===== src/rtl/mem_stg_if.sv =====
// rtl/mem_stg_if.sv - data-memory req/ack port between the memory stage and memory
interface mem_stg_if #(
  parameter int ADDR_W = 16
);
  logic              mem_req;
  logic              mem_we;
  logic [ADDR_W-1:0] mem_addr;
  logic [31:0]       mem_wdata;
  logic              mem_ack;
  logic [31:0]       mem_rdata;

  modport master (
    output mem_req,
    output mem_we,
    output mem_addr,
    output mem_wdata,
    input  mem_ack,
    input  mem_rdata
  );

  modport slave (
    input  mem_req,
    input  mem_we,
    input  mem_addr,
    input  mem_wdata,
    output mem_ack,
    output mem_rdata
  );
endinterface


===== src/rtl/mem_stg.sv =====
// rtl/mem_stg.sv - memory pipeline stage: EXE/MEM register, req/ack load/store, MEM/WB register
module mem_stg #(
  parameter int ADDR_W  = 16,
  parameter int TIMEOUT = 15
) (
  input  logic        clock,
  input  logic        rst,
  input  logic        ex_valid,
  input  logic [31:0] ALUResult,
  input  logic [31:0] ST_value,
  input  logic        MEM_R_EN,
  input  logic        MEM_W_EN,
  input  logic        WB_EN,
  input  logic [4:0]  dest,
  output logic [31:0] ALU_res_MEM,
  output logic        stall,
  mem_stg_if.master   mem,
  output logic        wb_valid,
  output logic        wb_en,
  output logic [4:0]  wb_dest,
  output logic [31:0] wb_alu_res,
  output logic [31:0] wb_mem_data,
  output logic        wb_mem_r_en,
  output logic        err_misalign,
  output logic        err_timeout
);

  localparam logic [7:0] TO_LIMIT = 8'(TIMEOUT);

  typedef enum logic {IDLE, ACCESS} state_t;

  state_t      state_q, state_d;
  logic [7:0]  cnt_q, cnt_d;

  logic        m_valid_q, m_valid_d;
  logic [31:0] m_alu_q, m_alu_d;
  logic [31:0] m_st_q, m_st_d;
  logic        m_r_en_q, m_r_en_d;
  logic        m_w_en_q, m_w_en_d;
  logic        m_wb_en_q, m_wb_en_d;
  logic [4:0]  m_dest_q, m_dest_d;

  logic        wb_valid_q, wb_valid_d;
  logic        wb_en_q, wb_en_d;
  logic [4:0]  wb_dest_q, wb_dest_d;
  logic [31:0] wb_alu_res_q, wb_alu_res_d;
  logic [31:0] wb_mem_data_q, wb_mem_data_d;
  logic        wb_mem_r_en_q, wb_mem_r_en_d;
  logic        err_misalign_q, err_misalign_d;
  logic        err_timeout_q, err_timeout_d;

  logic        mem_op;
  logic        aligned;
  logic        access;
  logic        timeout;
  logic        done;
  logic        stall_c;
  logic        drop;

  // The access is issued combinationally from the held EXE/MEM contents, so a
  // same-cycle ack completes with zero wait states.
  always_comb begin
    mem_op  = m_valid_q & (m_r_en_q | m_w_en_q);
    aligned = (m_alu_q[1:0] == 2'b00);
    access  = mem_op & aligned;
    timeout = (state_q == ACCESS) & ~mem.mem_ack & (cnt_q == TO_LIMIT);
    done    = access & mem.mem_ack;
    stall_c = access & ~mem.mem_ack & ~timeout;
    drop    = (mem_op & ~aligned) | timeout;
  end

  always_comb begin
    state_d = state_q;
    cnt_d   = cnt_q;
    case (state_q)
      IDLE: begin
        if (access && !mem.mem_ack) begin
          state_d = ACCESS;
          cnt_d   = 8'd1;
        end
      end
      ACCESS: begin
        if (!access || mem.mem_ack || timeout) begin
          state_d = IDLE;
          cnt_d   = 8'd0;
        end else begin
          cnt_d = cnt_q + 8'd1;
        end
      end
      default: begin
        state_d = IDLE;
        cnt_d   = 8'd0;
      end
    endcase
  end

  always_comb begin
    m_valid_d = m_valid_q;
    m_alu_d   = m_alu_q;
    m_st_d    = m_st_q;
    m_r_en_d  = m_r_en_q;
    m_w_en_d  = m_w_en_q;
    m_wb_en_d = m_wb_en_q;
    m_dest_d  = m_dest_q;
    if (!stall_c) begin
      m_valid_d = ex_valid;
      m_alu_d   = ALUResult;
      m_st_d    = ST_value;
      m_r_en_d  = MEM_R_EN;
      m_w_en_d  = MEM_W_EN;
      m_wb_en_d = WB_EN;
      m_dest_d  = dest;
    end
  end

  // Stalled cycles and dropped accesses both leave MEM/WB as a bubble; the
  // payload fields keep their last values since nothing consumes them then.
  always_comb begin
    wb_valid_d    = wb_valid_q;
    wb_en_d       = wb_en_q;
    wb_dest_d     = wb_dest_q;
    wb_alu_res_d  = wb_alu_res_q;
    wb_mem_r_en_d = wb_mem_r_en_q;
    wb_mem_data_d = wb_mem_data_q;
    if (stall_c || drop) begin
      wb_valid_d = 1'b0;
      wb_en_d    = 1'b0;
    end else begin
      wb_valid_d    = m_valid_q;
      wb_en_d       = m_wb_en_q & m_valid_q;
      wb_dest_d     = m_dest_q;
      wb_alu_res_d  = m_alu_q;
      wb_mem_r_en_d = m_r_en_q;
    end
    if (done && !m_w_en_q) begin
      wb_mem_data_d = mem.mem_rdata;
    end
    err_misalign_d = mem_op & ~aligned;
    err_timeout_d  = timeout;
  end

  always_ff @(posedge clock or negedge rst) begin
    if (!rst) begin
      state_q        <= IDLE;
      cnt_q          <= 8'd0;
      m_valid_q      <= 1'b0;
      m_alu_q        <= 32'd0;
      m_st_q         <= 32'd0;
      m_r_en_q       <= 1'b0;
      m_w_en_q       <= 1'b0;
      m_wb_en_q      <= 1'b0;
      m_dest_q       <= 5'd0;
      wb_valid_q     <= 1'b0;
      wb_en_q        <= 1'b0;
      wb_dest_q      <= 5'd0;
      wb_alu_res_q   <= 32'd0;
      wb_mem_data_q  <= 32'd0;
      wb_mem_r_en_q  <= 1'b0;
      err_misalign_q <= 1'b0;
      err_timeout_q  <= 1'b0;
    end else begin
      state_q        <= state_d;
      cnt_q          <= cnt_d;
      m_valid_q      <= m_valid_d;
      m_alu_q        <= m_alu_d;
      m_st_q         <= m_st_d;
      m_r_en_q       <= m_r_en_d;
      m_w_en_q       <= m_w_en_d;
      m_wb_en_q      <= m_wb_en_d;
      m_dest_q       <= m_dest_d;
      wb_valid_q     <= wb_valid_d;
      wb_en_q        <= wb_en_d;
      wb_dest_q      <= wb_dest_d;
      wb_alu_res_q   <= wb_alu_res_d;
      wb_mem_data_q  <= wb_mem_data_d;
      wb_mem_r_en_q  <= wb_mem_r_en_d;
      err_misalign_q <= err_misalign_d;
      err_timeout_q  <= err_timeout_d;
    end
  end

  // Reset clears m_valid_q, which alone is enough to hold mem_req low.
  assign mem.mem_req   = access;
  assign mem.mem_we    = access & m_w_en_q;
  assign mem.mem_addr  = m_alu_q[ADDR_W+1:2];
  assign mem.mem_wdata = m_st_q;

  assign ALU_res_MEM  = m_alu_q;
  assign stall        = stall_c;
  assign wb_valid     = wb_valid_q;
  assign wb_en        = wb_en_q;
  assign wb_dest      = wb_dest_q;
  assign wb_alu_res   = wb_alu_res_q;
  assign wb_mem_data  = wb_mem_data_q;
  assign wb_mem_r_en  = wb_mem_r_en_q;
  assign err_misalign = err_misalign_q;
  assign err_timeout  = err_timeout_q;

endmodule

===== src/flat_wrapper.sv =====
// flat-port wrapper written by rule: the top's interface ports become plain ports
module mem_stg_flat 
#(
  parameter int ADDR_W  = 16,
  parameter int TIMEOUT = 15
)
  (clock, rst, ex_valid, ALUResult, ST_value, MEM_R_EN, MEM_W_EN, WB_EN, dest, ALU_res_MEM, stall, wb_valid, wb_en, wb_dest, wb_alu_res, wb_mem_data, wb_mem_r_en, err_misalign, err_timeout, mem_mem_req, mem_mem_we, mem_mem_addr, mem_mem_wdata, mem_mem_ack, mem_mem_rdata);
  mem_stg_if #(.ADDR_W(ADDR_W)) mem_i ();
  input  logic clock;
  input  logic rst;
  input  logic ex_valid;
  input  logic [31:0] ALUResult;
  input  logic [31:0] ST_value;
  input  logic MEM_R_EN;
  input  logic MEM_W_EN;
  input  logic WB_EN;
  input  logic [4:0] dest;
  output logic [31:0] ALU_res_MEM;
  output logic stall;
  output logic wb_valid;
  output logic wb_en;
  output logic [4:0] wb_dest;
  output logic [31:0] wb_alu_res;
  output logic [31:0] wb_mem_data;
  output logic wb_mem_r_en;
  output logic err_misalign;
  output logic err_timeout;
  output wire logic [$bits(mem_i.mem_req)-1:0] mem_mem_req;
  output wire logic [$bits(mem_i.mem_we)-1:0] mem_mem_we;
  output wire logic [$bits(mem_i.mem_addr)-1:0] mem_mem_addr;
  output wire logic [$bits(mem_i.mem_wdata)-1:0] mem_mem_wdata;
  input wire logic [$bits(mem_i.mem_ack)-1:0] mem_mem_ack;
  input wire logic [$bits(mem_i.mem_rdata)-1:0] mem_mem_rdata;
  assign mem_mem_req = mem_i.mem_req;
  assign mem_mem_we = mem_i.mem_we;
  assign mem_mem_addr = mem_i.mem_addr;
  assign mem_mem_wdata = mem_i.mem_wdata;
  assign mem_i.mem_ack = mem_mem_ack;
  assign mem_i.mem_rdata = mem_mem_rdata;
  mem_stg #(.ADDR_W(ADDR_W), .TIMEOUT(TIMEOUT)) u_core (.clock(clock), .rst(rst), .ex_valid(ex_valid), .ALUResult(ALUResult), .ST_value(ST_value), .MEM_R_EN(MEM_R_EN), .MEM_W_EN(MEM_W_EN), .WB_EN(WB_EN), .dest(dest), .ALU_res_MEM(ALU_res_MEM), .stall(stall), .mem(mem_i), .wb_valid(wb_valid), .wb_en(wb_en), .wb_dest(wb_dest), .wb_alu_res(wb_alu_res), .wb_mem_data(wb_mem_data), .wb_mem_r_en(wb_mem_r_en), .err_misalign(err_misalign), .err_timeout(err_timeout));
endmodule

===== config.mk =====
export PLATFORM = sky130hd
export DESIGN_NAME = mem_stg_flat
export DESIGN_NICKNAME = d
export VERILOG_FILES = /design/src/rtl/mem_stg_if.sv /design/src/rtl/mem_stg.sv /design/src/flat_wrapper.sv
export SDC_FILE = /design/constraint.sdc
export NUM_CORES = 1
export LEC_CHECK = 0
export BUFFER_PORTS_ARGS = -buffer_cell sky130_fd_sc_hd__buf_4
export CORE_MARGIN = 8
export CORE_UTILIZATION = 48
export DETAILED_ROUTE_END_ITERATION = 12
export PLACE_DENSITY = 0.89
export SLEW_MARGIN = 20
export SYNTH_ARGS = -nofsm -noshare
export SYNTH_HDL_FRONTEND = slang
export SYNTH_SLANG_ARGS = --single-unit

===== constraint.sdc =====
create_clock -name clock -period 3.4 [get_ports clock]
set_input_delay 0.68 -clock clock [delete_from_list [all_inputs] [get_ports clock]]
set_output_delay 0.68 -clock clock [all_outputs]
set_load 0.01 [all_outputs]

==> metrics.txt, run 1 <==
# TYPE chip_impl_metric gauge
chip_impl_info{name="outcome",value="completed"} 1
chip_impl_metric{name="grt_start_max_net_pins",unit=""} 81
chip_impl_metric{name="chipHeight",unit="um"} 130
chip_impl_info{name="crit_path_top_delay_cell",value="or4b_1"} 1
chip_impl_metric{name="die_x",unit="um"} 130
chip_impl_metric{name="cts_inserted_buffers",unit=""} 17
chip_impl_metric{name="fin_tns_setup",unit="ns"} 0
chip_impl_info{name="worst_setup_sp",value="u_core.cnt_q[6]"} 1
chip_impl_metric{name="cp_data_arrival_time",unit="ns"} 2.06
chip_impl_metric{name="antenna_violations_before_repair",unit=""} 0
chip_impl_metric{name="clock_transition_at_the_registers_of_the_reported_paths",unit="ns"} 0.06
chip_impl_metric{name="numPortBuffers",unit=""} 264
chip_impl_metric{name="powerDensity",unit="mW/mm^2"} 568
chip_impl_info{name="worst_reg2reg_startpoint",value="u_core.cnt_q[0]"} 1
chip_impl_metric{name="synth.avg_cell_area",unit="um^2"} 16.0
chip_impl_metric{name="dr.first_iter.drc_count",unit=""} 190
chip_impl_metric{name="syn_inst",unit=""} 390
chip_impl_metric{name="cts_max_level",unit=""} 4
chip_impl_metric{name="worst_clock_skew",unit="ns"} 0.00749
chip_impl_metric{name="sinks_on_clock_net",unit=""} 156
chip_impl_metric{name="postLayoutCoreUtil",unit=""} 0.699
chip_impl_metric{name="post_cts_resize_count",unit=""} 0
chip_impl_metric{name="cts.hold.buffers_added",unit=""} 0
chip_impl_metric{name="ys_warn_count",unit=""} 0
chip_impl_metric{name="drt.antenna.violating_nets",unit=""} 0
chip_impl_metric{name="place.detailed.hpwl",unit="um"} 12600
chip_impl_metric{name="max_capacitance_violation_count",unit=""} 0
chip_impl_metric{name="nets",unit=""} 757
chip_impl_metric{name="tightest_pin_transition",unit="ns"} 0.881
chip_impl_metric{name="drt_drc_violations_left",unit=""} 0
chip_impl_metric{name="layout.area.seq",unit="mm^2"} 0.00390
chip_impl_metric{name="synth.yosys.seq_area_share",unit=""} 0.624
chip_impl_info{name="crit_chain",value="or4b_1 -> or2_4 -> nand3_4 -> inv_4 -> buf_4"} 1
chip_impl_metric{name="synth.cell_area",unit="mm^2"} 0.00625
chip_impl_metric{name="synth.distinct_cells",unit=""} 36
chip_impl_metric{name="fin_crit_sh",unit=""} 0.806
chip_impl_metric{name="synth_fp_nets",unit=""} 499
chip_impl_metric{name="final_setup_viols",unit=""} 0
chip_impl_metric{name="fp-row-count",unit=""} 41
chip_impl_info{name="min_path_type",value="primary input to async pin"} 1
chip_impl_metric{name="worst_ep_required_time",unit="ns"} 2.72
chip_impl_info{name="cts_root_buffer",value="clkbuf_16"} 1
chip_impl_metric{name="timing.critical_path.fanout_max",unit=""} 12
chip_impl_metric{name="vdd.ir_drop.worst",unit="uV"} 317
chip_impl_metric{name="ys_seq_elements",unit=""} 156
chip_impl_metric{name="grt_pass1_vias",unit=""} 4642
chip_impl_metric{name="grt_first_pass_wirelength",unit="um"} 25400
chip_impl_metric{name="cts_setup_buffers",unit=""} 0
chip_impl_metric{name="gp_routability_congestion",unit=""} 0.835
chip_impl_metric{name="clock.fmax",unit="MHz"} 365
chip_impl_metric{name="1st_pass_router_iterations",unit=""} 4
chip_impl_metric{name="gr-usage-met2",unit=""} 0.339
chip_impl_metric{name="layout-drive-gt1-share",unit=""} 0.665
chip_impl_metric{name="design.core.area",unit="mm^2"} 0.0127
chip_impl_metric{name="timing.final.crit_period",unit="ns"} 2.74
chip_impl_info{name="grt_most_used_layer",value="met2"} 1
chip_impl_metric{name="initial_core_util",unit=""} 0.493
chip_impl_metric{name="multi_input_comb_area",unit="mm^2"} 0.00209
chip_impl_metric{name="clk_latency",unit="ns"} 0.41
chip_impl_metric{name="grt.overflow.total",unit=""} 0
chip_impl_metric{name="groute.layer.met1.usage",unit=""} 0.204
chip_impl_metric{name="max_stage_delay",unit="ns"} 0.55
chip_impl_info{name="timing.critical_path.from_type",value="register"} 1
chip_impl_info{name="cp-end-kind",value="primary output"} 1
chip_impl_metric{name="wl_per_cell",unit="um"} 19.8
chip_impl_info{name="criticalPathCategory",value="register to primary output"} 1
chip_impl_metric{name="routed_wirelength",unit="um"} 16500
chip_impl_info{name="tritoncts_clock_tree",value="done"} 1
chip_impl_metric{name="relSlewSlack",unit=""} 0.412
chip_impl_metric{name="cts-root-to-sink-buffers",unit=""} 2
chip_impl_metric{name="antenna-diode-count",unit=""} 0
chip_impl_metric{name="area_added_between_synthesis_and_finish",unit="%"} 41.7
chip_impl_info{name="grt_setup_unrepaired",value="false"} 1
chip_impl_metric{name="n_fill_cell",unit=""} 843
chip_impl_metric{name="timing.final.max_slew_violations",unit=""} 0
chip_impl_metric{name="num_io_pins",unit=""} 265
chip_impl_metric{name="hold_viol",unit=""} 0
chip_impl_metric{name="static-leakage-power",unit="nW"} 4.36
chip_impl_metric{name="total_routing_usage_gr",unit=""} 0.195
chip_impl_metric{name="dr_total_vias",unit=""} 4152
chip_impl_metric{name="area_of_the_die",unit="mm^2"} 0.0169
chip_impl_metric{name="met3_usage",unit=""} 0.0881
chip_impl_metric{name="via_per_inst",unit=""} 4.99
-- worst paths after layout --
kind                            slack, ns  depth (start not counted)                  endpoint
worst max-delay path                 0.66                          5                     stall
worst min-delay path                 0.27                          1     u_core.wb_mem_data[4]
worst max register to register       1.02                          6     u_core.wb_alu_res[14]
worst min register to register       0.50                          1      u_core.wb_alu_res[4]
max in group asynchronous            2.27                          2  u_core.mem.mem_wdata[10]
min in group clock                   0.43                          2        u_core.err_timeout
-- power by group --
| part | internal, mW | switching (mW) |
|---|---|---|
| Sequential | 2.09 | 0.148 |
| Combinational | 0.569 | 0.398 |
| Clock | 1.11 | 0.724 |
-- critical path: cells and delay by family, from the launching register on --
family / cells / cell delay [ns]
simple gates: 3 / 1.01
flops: 1 / 0.43
buf+inv: 2 / 0.20
-- synthesized netlist by cell type --
cell type  number  area share
mux2_1          6       0.011
o2bb2ai_1       1      0.0014
clkbuf_1        2      0.0012
nand4b_1        1      0.0014
buf_6           6       0.011
mux2i_1         1      0.0016
o21ai_0         7      0.0056
o22a_1          2      0.0028
mux2_4         39       0.094
o22ai_1         2      0.0020
nor2b_1         1      0.0010
a21o_1          5      0.0060
nand3_4         1      0.0028
and2_1          3      0.0030
mux2_2         93        0.17
buf_2           5      0.0040
o2111ai_1       1      0.0014
inv_4           1      0.0010
nor3b_1         3      0.0036
nor2_1          6      0.0036
ha_1            1      0.0020
nand2b_1        1      0.0010
o21a_1          1      0.0012
nor4_1          2      0.0020
nand3_1         1     0.00080
nand2_1         2      0.0012
dfrtp_1       156        0.62
inv_1           5      0.0030
or4b_1          1      0.0016
a21oi_1         5      0.0040
nand4_1         1      0.0010
a31o_2          1      0.0014
buf_4          19       0.023
or3_1           2      0.0020
and3_1          5      0.0050
or2_4           1      0.0014
-- cell type report --
class	count	share of cell area
clock inverters	12	0.0136
inverters	6	0.00282
well taps	172	0.0243
clock buffers	19	0.0511
multi-input cells	196	0.236
flip-flops and latches	156	0.440
repair buffers	271	0.231
-- through the flow --
stage,total power [mW],area [um^2],std cells,setup WS (ns),hold WS (ns)
2_1_floorplan,2.65,6250,390,1.21,0.384
3_3_place_gp,3.20,8290,801,1.10,0.469
3_5_place_dp,3.25,8290,801,1.05,0.481
4_1_cts,5.09,8860,832,0.630,0.301
5_1_grt,5.26,8860,832,0.556,0.319
6_report,5.04,8860,832,0.658,0.273
-- sequential cells by signal, indices dropped and copies added (netlist names), 5 cells and up --
name and cells:
u_core.ALU_res_MEM 32, u_core.cnt_q 8, u_core.mem.mem_wdata 32, u_core.wb_mem_data 32
u_core.m_dest_q 5, u_core.wb_alu_res 32, u_core.wb_dest 5
-- layout by cell type (no fill, tap or decap), drive strengths merged, types with 3 or more instances in the layout --
cell | Yosys | final
nor3b | 3 | 3
mux2 | 138 | 138
a21oi | 5 | 5
clkinv | 0 | 8
dfrtp | 156 | 156
buf | 30 | 271
clkbuf | 2 | 19
a21o | 5 | 5
inv | 6 | 7
and2 | 3 | 3
nor2 | 6 | 6
o21ai | 7 | 7
and3 | 5 | 5
-- metal layers --
layer  part of all wire  routed length (um)  vias to the layer above
li1                   -                   -                     1881
met1               0.36                5900                     2060
met2               0.51                8430                      187
met3               0.11                1830                       24
met4              0.018                 297                        0
met5                  0                   0                        -
-- kinds of logic after synthesis --
| family | after synthesis | share of synthesized area |
|---|---|---|
| buffers and inverters | 38 | 0.0428 |
| adder cells (fa/ha/maj) | 1 | 0.00200 |
| AO/OA/AOI/OAI | 25 | 0.0258 |
| multiplexers | 139 | 0.274 |
| flip-flops | 156 | 0.624 |
| AND/OR/NAND/NOR | 31 | 0.0314 |
Note: power is estimated with default switching activity, not from simulation.
==> run 2, diff against run 1 <==
- clock period: 3.4 -> 2.55 ns (I/O delays scaled with it)
==> metrics.txt, run 2 (synthesized netlist as in run 1, its figures left out) <==
# TYPE chip_impl_metric gauge
chip_impl_metric{name="grt_pass1_vias",unit=""} 4701
chip_impl_metric{name="met2RoutedLength",unit="um"} 8530
chip_impl_metric{name="fin_hold_ws",unit="ns"} 0.0430
chip_impl_metric{name="layout-drive-gt1-share",unit=""} 0.671
chip_impl_metric{name="max_capacitance_violation_count",unit=""} 0
chip_impl_metric{name="timing.final.crit_period",unit="ns"} 2.47
chip_impl_metric{name="worstRegToRegCells",unit=""} 5
chip_impl_metric{name="cts_max_level",unit=""} 4
chip_impl_info{name="regToRegEndpoint",value="u_core.ALU_res_MEM[3]"} 1
chip_impl_metric{name="initial_core_util",unit=""} 0.493
chip_impl_metric{name="via_per_inst",unit=""} 5.02
chip_impl_metric{name="cts-root-to-sink-buffers",unit=""} 2
chip_impl_metric{name="die_x",unit="um"} 130
chip_impl_metric{name="cp_data_arrival_time",unit="ns"} 1.96
chip_impl_metric{name="routed_wirelength",unit="um"} 16500
chip_impl_metric{name="fin_tns_setup",unit="ns"} 0
chip_impl_metric{name="dr_total_vias",unit=""} 4213
chip_impl_metric{name="nets",unit=""} 764
chip_impl_info{name="cp-end-kind",value="primary output"} 1
chip_impl_metric{name="cts.hold.buffers_added",unit=""} 0
chip_impl_metric{name="area_added_between_synthesis_and_finish",unit="%"} 43.4
chip_impl_metric{name="vdd.ir_drop.worst",unit="uV"} 445
chip_impl_metric{name="gp_routability_congestion",unit=""} 0.816
chip_impl_metric{name="design.core.area",unit="mm^2"} 0.0127
chip_impl_info{name="crit_path_top_delay_cell",value="or4b_4"} 1
chip_impl_metric{name="powerDensity",unit="mW/mm^2"} 757
chip_impl_metric{name="place.detailed.hpwl",unit="um"} 12400
chip_impl_info{name="top_signal_layer_used",value="met4"} 1
chip_impl_metric{name="worst_ep_required_time",unit="ns"} 2.04
chip_impl_metric{name="antenna-diode-count",unit=""} 0
chip_impl_metric{name="drt.antenna.violating_nets",unit=""} 0
chip_impl_metric{name="clock_transition_at_the_registers_of_the_reported_paths",unit="ns"} 0.06
chip_impl_metric{name="detailed_place.area",unit="mm^2"} 0.00833
chip_impl_metric{name="drt_drc_violations_left",unit=""} 0
chip_impl_info{name="cts_root_buffer",value="clkbuf_16"} 1
chip_impl_metric{name="met1Wirelength",unit="um"} 5740
chip_impl_info{name="outcome",value="completed"} 1
chip_impl_info{name="worst_reg2reg_startpoint",value="u_core.cnt_q[6]"} 1
chip_impl_info{name="timing.critical_path.from_type",value="register"} 1
chip_impl_metric{name="grt.overflow.total",unit=""} 0
chip_impl_metric{name="grt_start_max_net_pins",unit=""} 60
chip_impl_metric{name="final_cell_area",unit="mm^2"} 0.00896
chip_impl_metric{name="r2r_setup_slack",unit="ns"} 0.40
chip_impl_metric{name="timing.final.max_slew_violations",unit=""} 0
chip_impl_metric{name="numPortBuffers",unit=""} 264
chip_impl_metric{name="relSlewSlack",unit=""} 0.694
chip_impl_metric{name="1st_pass_router_iterations",unit=""} 4
chip_impl_info{name="layout_commonest_cell",value="buf_4"} 1
chip_impl_metric{name="antenna_violations_before_repair",unit=""} 0
chip_impl_metric{name="chipHeight",unit="um"} 130
chip_impl_info{name="crit_chain",value="or4b_4 -> or2_4 -> nand3_4 -> inv_6 -> buf_4"} 1
chip_impl_metric{name="tightest_pin_transition",unit="ns"} 0.460
chip_impl_info{name="criticalPathCategory",value="register to primary output"} 1
chip_impl_metric{name="area_of_the_die",unit="mm^2"} 0.0169
chip_impl_metric{name="max_stage_delay",unit="ns"} 0.54
chip_impl_metric{name="total_routing_usage_gr",unit=""} 0.193
chip_impl_metric{name="cts_inserted_buffers",unit=""} 17
chip_impl_info{name="mostFrequentLayoutCells",value="buf_4 (275), dfrtp_1 (155), mux2_2 (93)"} 1
chip_impl_metric{name="final_setup_viols",unit=""} 0
chip_impl_metric{name="worst_clock_skew",unit="ns"} 0.00806
chip_impl_metric{name="sinks_on_clock_net",unit=""} 156
chip_impl_metric{name="dr.first_iter.drc_count",unit=""} 126
chip_impl_metric{name="met3_length",unit="um"} 1750
chip_impl_metric{name="static-leakage-power",unit="nW"} 4.39
chip_impl_metric{name="fp-row-count",unit=""} 41
chip_impl_metric{name="timing.critical_path.fanout_max",unit=""} 13
chip_impl_info{name="min_path_type",value="primary input to async pin"} 1
chip_impl_info{name="grt_setup_unrepaired",value="false"} 1
chip_impl_metric{name="fin_crit_sh",unit=""} 0.967
chip_impl_metric{name="num_io_pins",unit=""} 265
chip_impl_metric{name="hold_viol",unit=""} 0
chip_impl_metric{name="grt_first_pass_wirelength",unit="um"} 25100
chip_impl_metric{name="clock.fmax",unit="MHz"} 405
chip_impl_metric{name="clk_latency",unit="ns"} 0.40
chip_impl_info{name="tritoncts_clock_tree",value="done"} 1
chip_impl_metric{name="wl_per_cell",unit="um"} 19.6
==> run 2: area by class of cell <==
| cell class | instances | area (um^2) |
|---|---|---|
| clock buffer | 20 | 457 |
| clock inverter | 12 | 145 |
| fill | 845 | 3710 |
| inverter | 6 | 27.5 |
| multi-input combinational | 196 | 2100 |
| sequential | 156 | 3910 |
| tap | 172 | 215 |
| timing repair buffer | 278 | 2120 |
==> run 2: worst max path at each step <==
stage | start | end | slack [ns] | cells past startpoint
global route | u_core.cnt_q[5] | stall | 0.01 | 5
global placement | u_core.cnt_q[6] | u_core.ALU_res_MEM[16] | 0.40 | 5
CTS | u_core.cnt_q[0] | stall | 0.04 | 6
detailed placement | u_core.cnt_q[6] | u_core.ALU_res_MEM[3] | 0.35 | 5
finish | u_core.cnt_q[6] | stall | 0.08 | 5
floorplan | u_core.cnt_q[6] | stall | 0.53 | 5
==> run 2: metrics by stage <==
stage / utilization / power, mW / instances / setup WS [ns]
global placement: 0.658 / 4.27 / 805 / 0.401
CTS: 0.706 / 6.88 / 839 / 0.0354
detailed placement: 0.658 / 4.33 / 805 / 0.347
floorplan: - / 3.54 / 390 / 0.526
global route: 0.707 / 7.10 / 840 / 0.0122
finish: 0.707 / 6.79 / 840 / 0.0839
==> run 2: power by group <==
| part | total (mW) | switching, mW | internal (mW) |
|---|---|---|---|
| sequential | 2.98 | 0.191 | 2.79 |
| combinational | 1.30 | 0.533 | 0.764 |
| clock | 2.52 | 0.933 | 1.58 |
==> run 2: layer usage <==
| metal | vias to the layer above | GRT usage |
|---|---|---|
| met2 | 210 | 0.341 |
| met4 | 0 | 0.0813 |
| met3 | 33 | 0.0751 |
| li1 | 1889 | - |
| met5 | - | 0 |
| met1 | 2081 | 0.199 |
==> run 2: worst max-delay path, delay by kind of cell (launching register included) <==
kind                   cells  cell delay, ns
buffers and inverters      2            0.24
and+or+nand+nor            3            0.93
DFF                        1            0.38
==> run 2: what timing repair did <==
action / 4_1_cts / 5_1_grt
gates resized for setup: 0 / 3
setup buffers: 2 / 1
endpoints found under the setup margin: 1 / 1
==> run 3, diff against run 2 <==
- CORE_UTILIZATION: 48 -> 35
- CTS_CLUSTER_DIAMETER: default -> 200
- PLACE_DENSITY: 0.89 -> 0.71
==> metrics.txt, run 3 (synthesized netlist as in run 1, its figures left out) <==
# TYPE chip_impl_metric gauge
chip_impl_info{name="outcome",value="completed"} 1
chip_impl_metric{name="timing.final.crit_period",unit="ns"} 2.47
chip_impl_info{name="critical-path-top-delay-family",value="simple AND/OR/NAND/NOR gates"} 1
chip_impl_metric{name="nets",unit=""} 767
chip_impl_metric{name="area_added_between_synthesis_and_finish",unit="%"} 44.8
chip_impl_metric{name="grt_start_max_net_pins",unit=""} 63
chip_impl_info{name="min_path_type",value="primary input to async pin"} 1
chip_impl_metric{name="static-leakage-power",unit="nW"} 4.40
chip_impl_metric{name="worstRegToRegCells",unit=""} 7
chip_impl_metric{name="antenna-diode-count",unit=""} 0
chip_impl_metric{name="wl_per_cell",unit="um"} 18.9
chip_impl_metric{name="switching_power",unit="mW"} 1.68
chip_impl_metric{name="gr-usage-met2",unit=""} 0.248
chip_impl_metric{name="tightest_pin_transition",unit="ns"} 0.598
chip_impl_info{name="worst_reg2reg_startpoint",value="u_core.cnt_q[5]"} 1
chip_impl_info{name="timing.critical_path.from_type",value="register"} 1
chip_impl_metric{name="cts_max_level",unit=""} 4
chip_impl_metric{name="timing.final.max_slew_violations",unit=""} 0
chip_impl_metric{name="clock_transition_at_the_registers_of_the_reported_paths",unit="ns"} 0.06
chip_impl_metric{name="max_stage_delay",unit="ns"} 0.52
chip_impl_metric{name="cts-root-to-sink-buffers",unit=""} 2
chip_impl_metric{name="drt_drc_violations_left",unit=""} 0
chip_impl_metric{name="multi_input_comb_area",unit="mm^2"} 0.00210
chip_impl_metric{name="power.switching_fraction",unit=""} 0.248
chip_impl_metric{name="gp_routability_congestion",unit=""} 0.744
chip_impl_metric{name="dr.first_iter.drc_count",unit=""} 102
chip_impl_metric{name="design.core.area",unit="mm^2"} 0.0177
chip_impl_metric{name="final_setup_viols",unit=""} 0
chip_impl_info{name="grt_setup_unrepaired",value="false"} 1
chip_impl_metric{name="antenna_violations_before_repair",unit=""} 0
chip_impl_metric{name="totalPowerFinal",unit="mW"} 6.77
chip_impl_metric{name="worst_ep_required_time",unit="ns"} 2.04
chip_impl_metric{name="powerDensity",unit="mW/mm^2"} 748
chip_impl_metric{name="hold_viol",unit=""} 0
chip_impl_metric{name="fin_crit_sh",unit=""} 0.970
chip_impl_metric{name="worst_clock_skew",unit="ns"} 0.00832
chip_impl_metric{name="r2r_setup_slack",unit="ns"} 0.20
chip_impl_metric{name="place.detailed.hpwl",unit="um"} 12800
chip_impl_metric{name="internal_power",unit="mW"} 5.09
chip_impl_metric{name="power_frac_seq",unit=""} 0.439
chip_impl_info{name="worst_setup_sp",value="u_core.cnt_q[5]"} 1
chip_impl_metric{name="vdd.ir_drop.worst",unit="uV"} 431
chip_impl_metric{name="total_routing_usage_gr",unit=""} 0.148
chip_impl_metric{name="grt_pass1_vias",unit=""} 4701
chip_impl_metric{name="max_capacitance_violation_count",unit=""} 0
chip_impl_metric{name="critical_path_cell_count",unit=""} 5
chip_impl_info{name="cts_root_buffer",value="clkbuf_16"} 1
chip_impl_metric{name="routed_wirelength",unit="um"} 17000
chip_impl_info{name="crit_path_top_delay_cell",value="or4b_4"} 1
chip_impl_metric{name="n_fill_cell",unit=""} 1526
chip_impl_metric{name="crit_buf_inv",unit=""} 2
chip_impl_metric{name="drt.antenna.violating_nets",unit=""} 0
chip_impl_info{name="crit_chain",value="or4b_4 -> or2_4 -> nand3_4 -> inv_12 -> buf_4"} 1
chip_impl_metric{name="via_per_inst",unit=""} 4.69
chip_impl_metric{name="fin_tns_setup",unit="ns"} 0
chip_impl_info{name="criticalPathCategory",value="register to primary output"} 1
chip_impl_metric{name="layout.area.seq",unit="mm^2"} 0.00390
chip_impl_metric{name="relSlewSlack",unit=""} 0.601
chip_impl_info{name="timing.critical_path.to",value="stall"} 1
chip_impl_metric{name="cts_inserted_buffers",unit=""} 17
chip_impl_metric{name="1st_pass_router_iterations",unit=""} 4
chip_impl_metric{name="numPortBuffers",unit=""} 264
chip_impl_info{name="mostFrequentLayoutCells",value="buf_4 (275), dfrtp_1 (156), mux2_2 (93)"} 1
chip_impl_metric{name="sinks_on_clock_net",unit=""} 156
chip_impl_metric{name="power.share.combinational",unit=""} 0.195
chip_impl_metric{name="clkPwrFrac",unit=""} 0.366
chip_impl_metric{name="area_of_the_die",unit="mm^2"} 0.0224
chip_impl_metric{name="layout-drive-gt1-share",unit=""} 0.670
chip_impl_metric{name="grt_first_pass_wirelength",unit="um"} 25700
chip_impl_metric{name="num_io_pins",unit=""} 265
chip_impl_metric{name="met3_usage",unit=""} 0.0593
chip_impl_metric{name="fp-row-count",unit=""} 49
chip_impl_info{name="grt_most_used_layer",value="met2"} 1
chip_impl_metric{name="clock.fmax",unit="MHz"} 404
chip_impl_metric{name="timing.critical_path.fanout_max",unit=""} 12
chip_impl_info{name="tritoncts_clock_tree",value="done"} 1
chip_impl_info{name="cp-end-kind",value="primary output"} 1
chip_impl_metric{name="chipHeight",unit="um"} 150
chip_impl_info{name="regToRegEndpoint",value="u_core.ALU_res_MEM[13]"} 1
chip_impl_info{name="layout_commonest_cell",value="buf_4"} 1
chip_impl_metric{name="groute.layer.met1.usage",unit=""} 0.163
chip_impl_metric{name="dr_total_vias",unit=""} 4202
chip_impl_metric{name="initial_core_util",unit=""} 0.353
chip_impl_metric{name="clk_latency",unit="ns"} 0.41
chip_impl_metric{name="cp_data_arrival_time",unit="ns"} 1.96
chip_impl_metric{name="die_x",unit="um"} 150
chip_impl_metric{name="cts.hold.buffers_added",unit=""} 0
chip_impl_metric{name="grt.overflow.total",unit=""} 0
run 3: area by class of cell:
type | instances | area share
sequential | 156 | 0.431
timing repair buffer | 280 | 0.238
multi-input combinational | 196 | 0.232
clock buffer | 19 | 0.0489
tap | 229 | 0.0316
clock inverter | 8 | 0.0135
inverter | 6 | 0.00387
timing repair inverter | 1 | 0.000967
run 3: per-stage QoR:
stage | std cells | hold slack (ns) | setup slack, ns | utilization | cell area [um^2]
floorplan | 390 | 0.214 | 0.526 | - | 6250
global placement | 860 | 0.469 | 0.356 | 0.475 | 8410
detailed placement | 860 | 0.477 | 0.327 | 0.475 | 8410
CTS | 890 | 0.0955 | 0.0141 | 0.509 | 9010
global route | 895 | 0.115 | 0.00807 | 0.511 | 9060
finish | 895 | 0.0874 | 0.0753 | 0.511 | 9060
run 3: how the worst min path moves through the flow:
| stage | start | endpoint | slack, ns | depth (start not counted) |
|---|---|---|---|---|
| after floorplan | rst | u_core.ALU_res_MEM[0] | 0.21 | 0 |
| after global placement | u_core.wb_alu_res[4] | u_core.wb_alu_res[4] | 0.47 | 1 |
| after detailed placement | u_core.wb_alu_res[4] | u_core.wb_alu_res[4] | 0.48 | 1 |
| after CTS | rst | u_core.wb_alu_res[10] | 0.1 | 1 |
| after global routing | rst | u_core.wb_alu_res[10] | 0.12 | 1 |
| final | rst | u_core.wb_alu_res[10] | 0.09 | 1 |
run 3: routing by layer:
layer | routed length [um] | part of all wire
met5 | 0 | 0
met4 | 553 | 0.033
met3 | 1640 | 0.097
met2 | 8440 | 0.50
met1 | 6320 | 0.37
run 3: repair_timing:
action	in CTS	in global routing
resized for setup	3	2
cloned	0	1
pin swaps	0	0
setup endpoints to repair	1	1
setup buffers	3	4
run 3: power groups by stage:
stage | sequential, mW | clock, mW | combinational [mW]
after floorplan | 3.12 | 0 | 0.412
after global placement | 3.00 | 0 | 1.30
after detailed placement | 3.02 | 0 | 1.33
after CTS | 2.98 | 2.54 | 1.33
after global routing | 3.02 | 2.66 | 1.41
final | 2.97 | 2.48 | 1.32
run 3: worst reg2reg max path, delay by kind of cell, from the launching register on:
family	cells	cell delay, ns
AND/OR/NAND/NOR	3	0.93
buffers and inverters	3	0.52
flip-flops	1	0.39
multiplexers	1	0.39
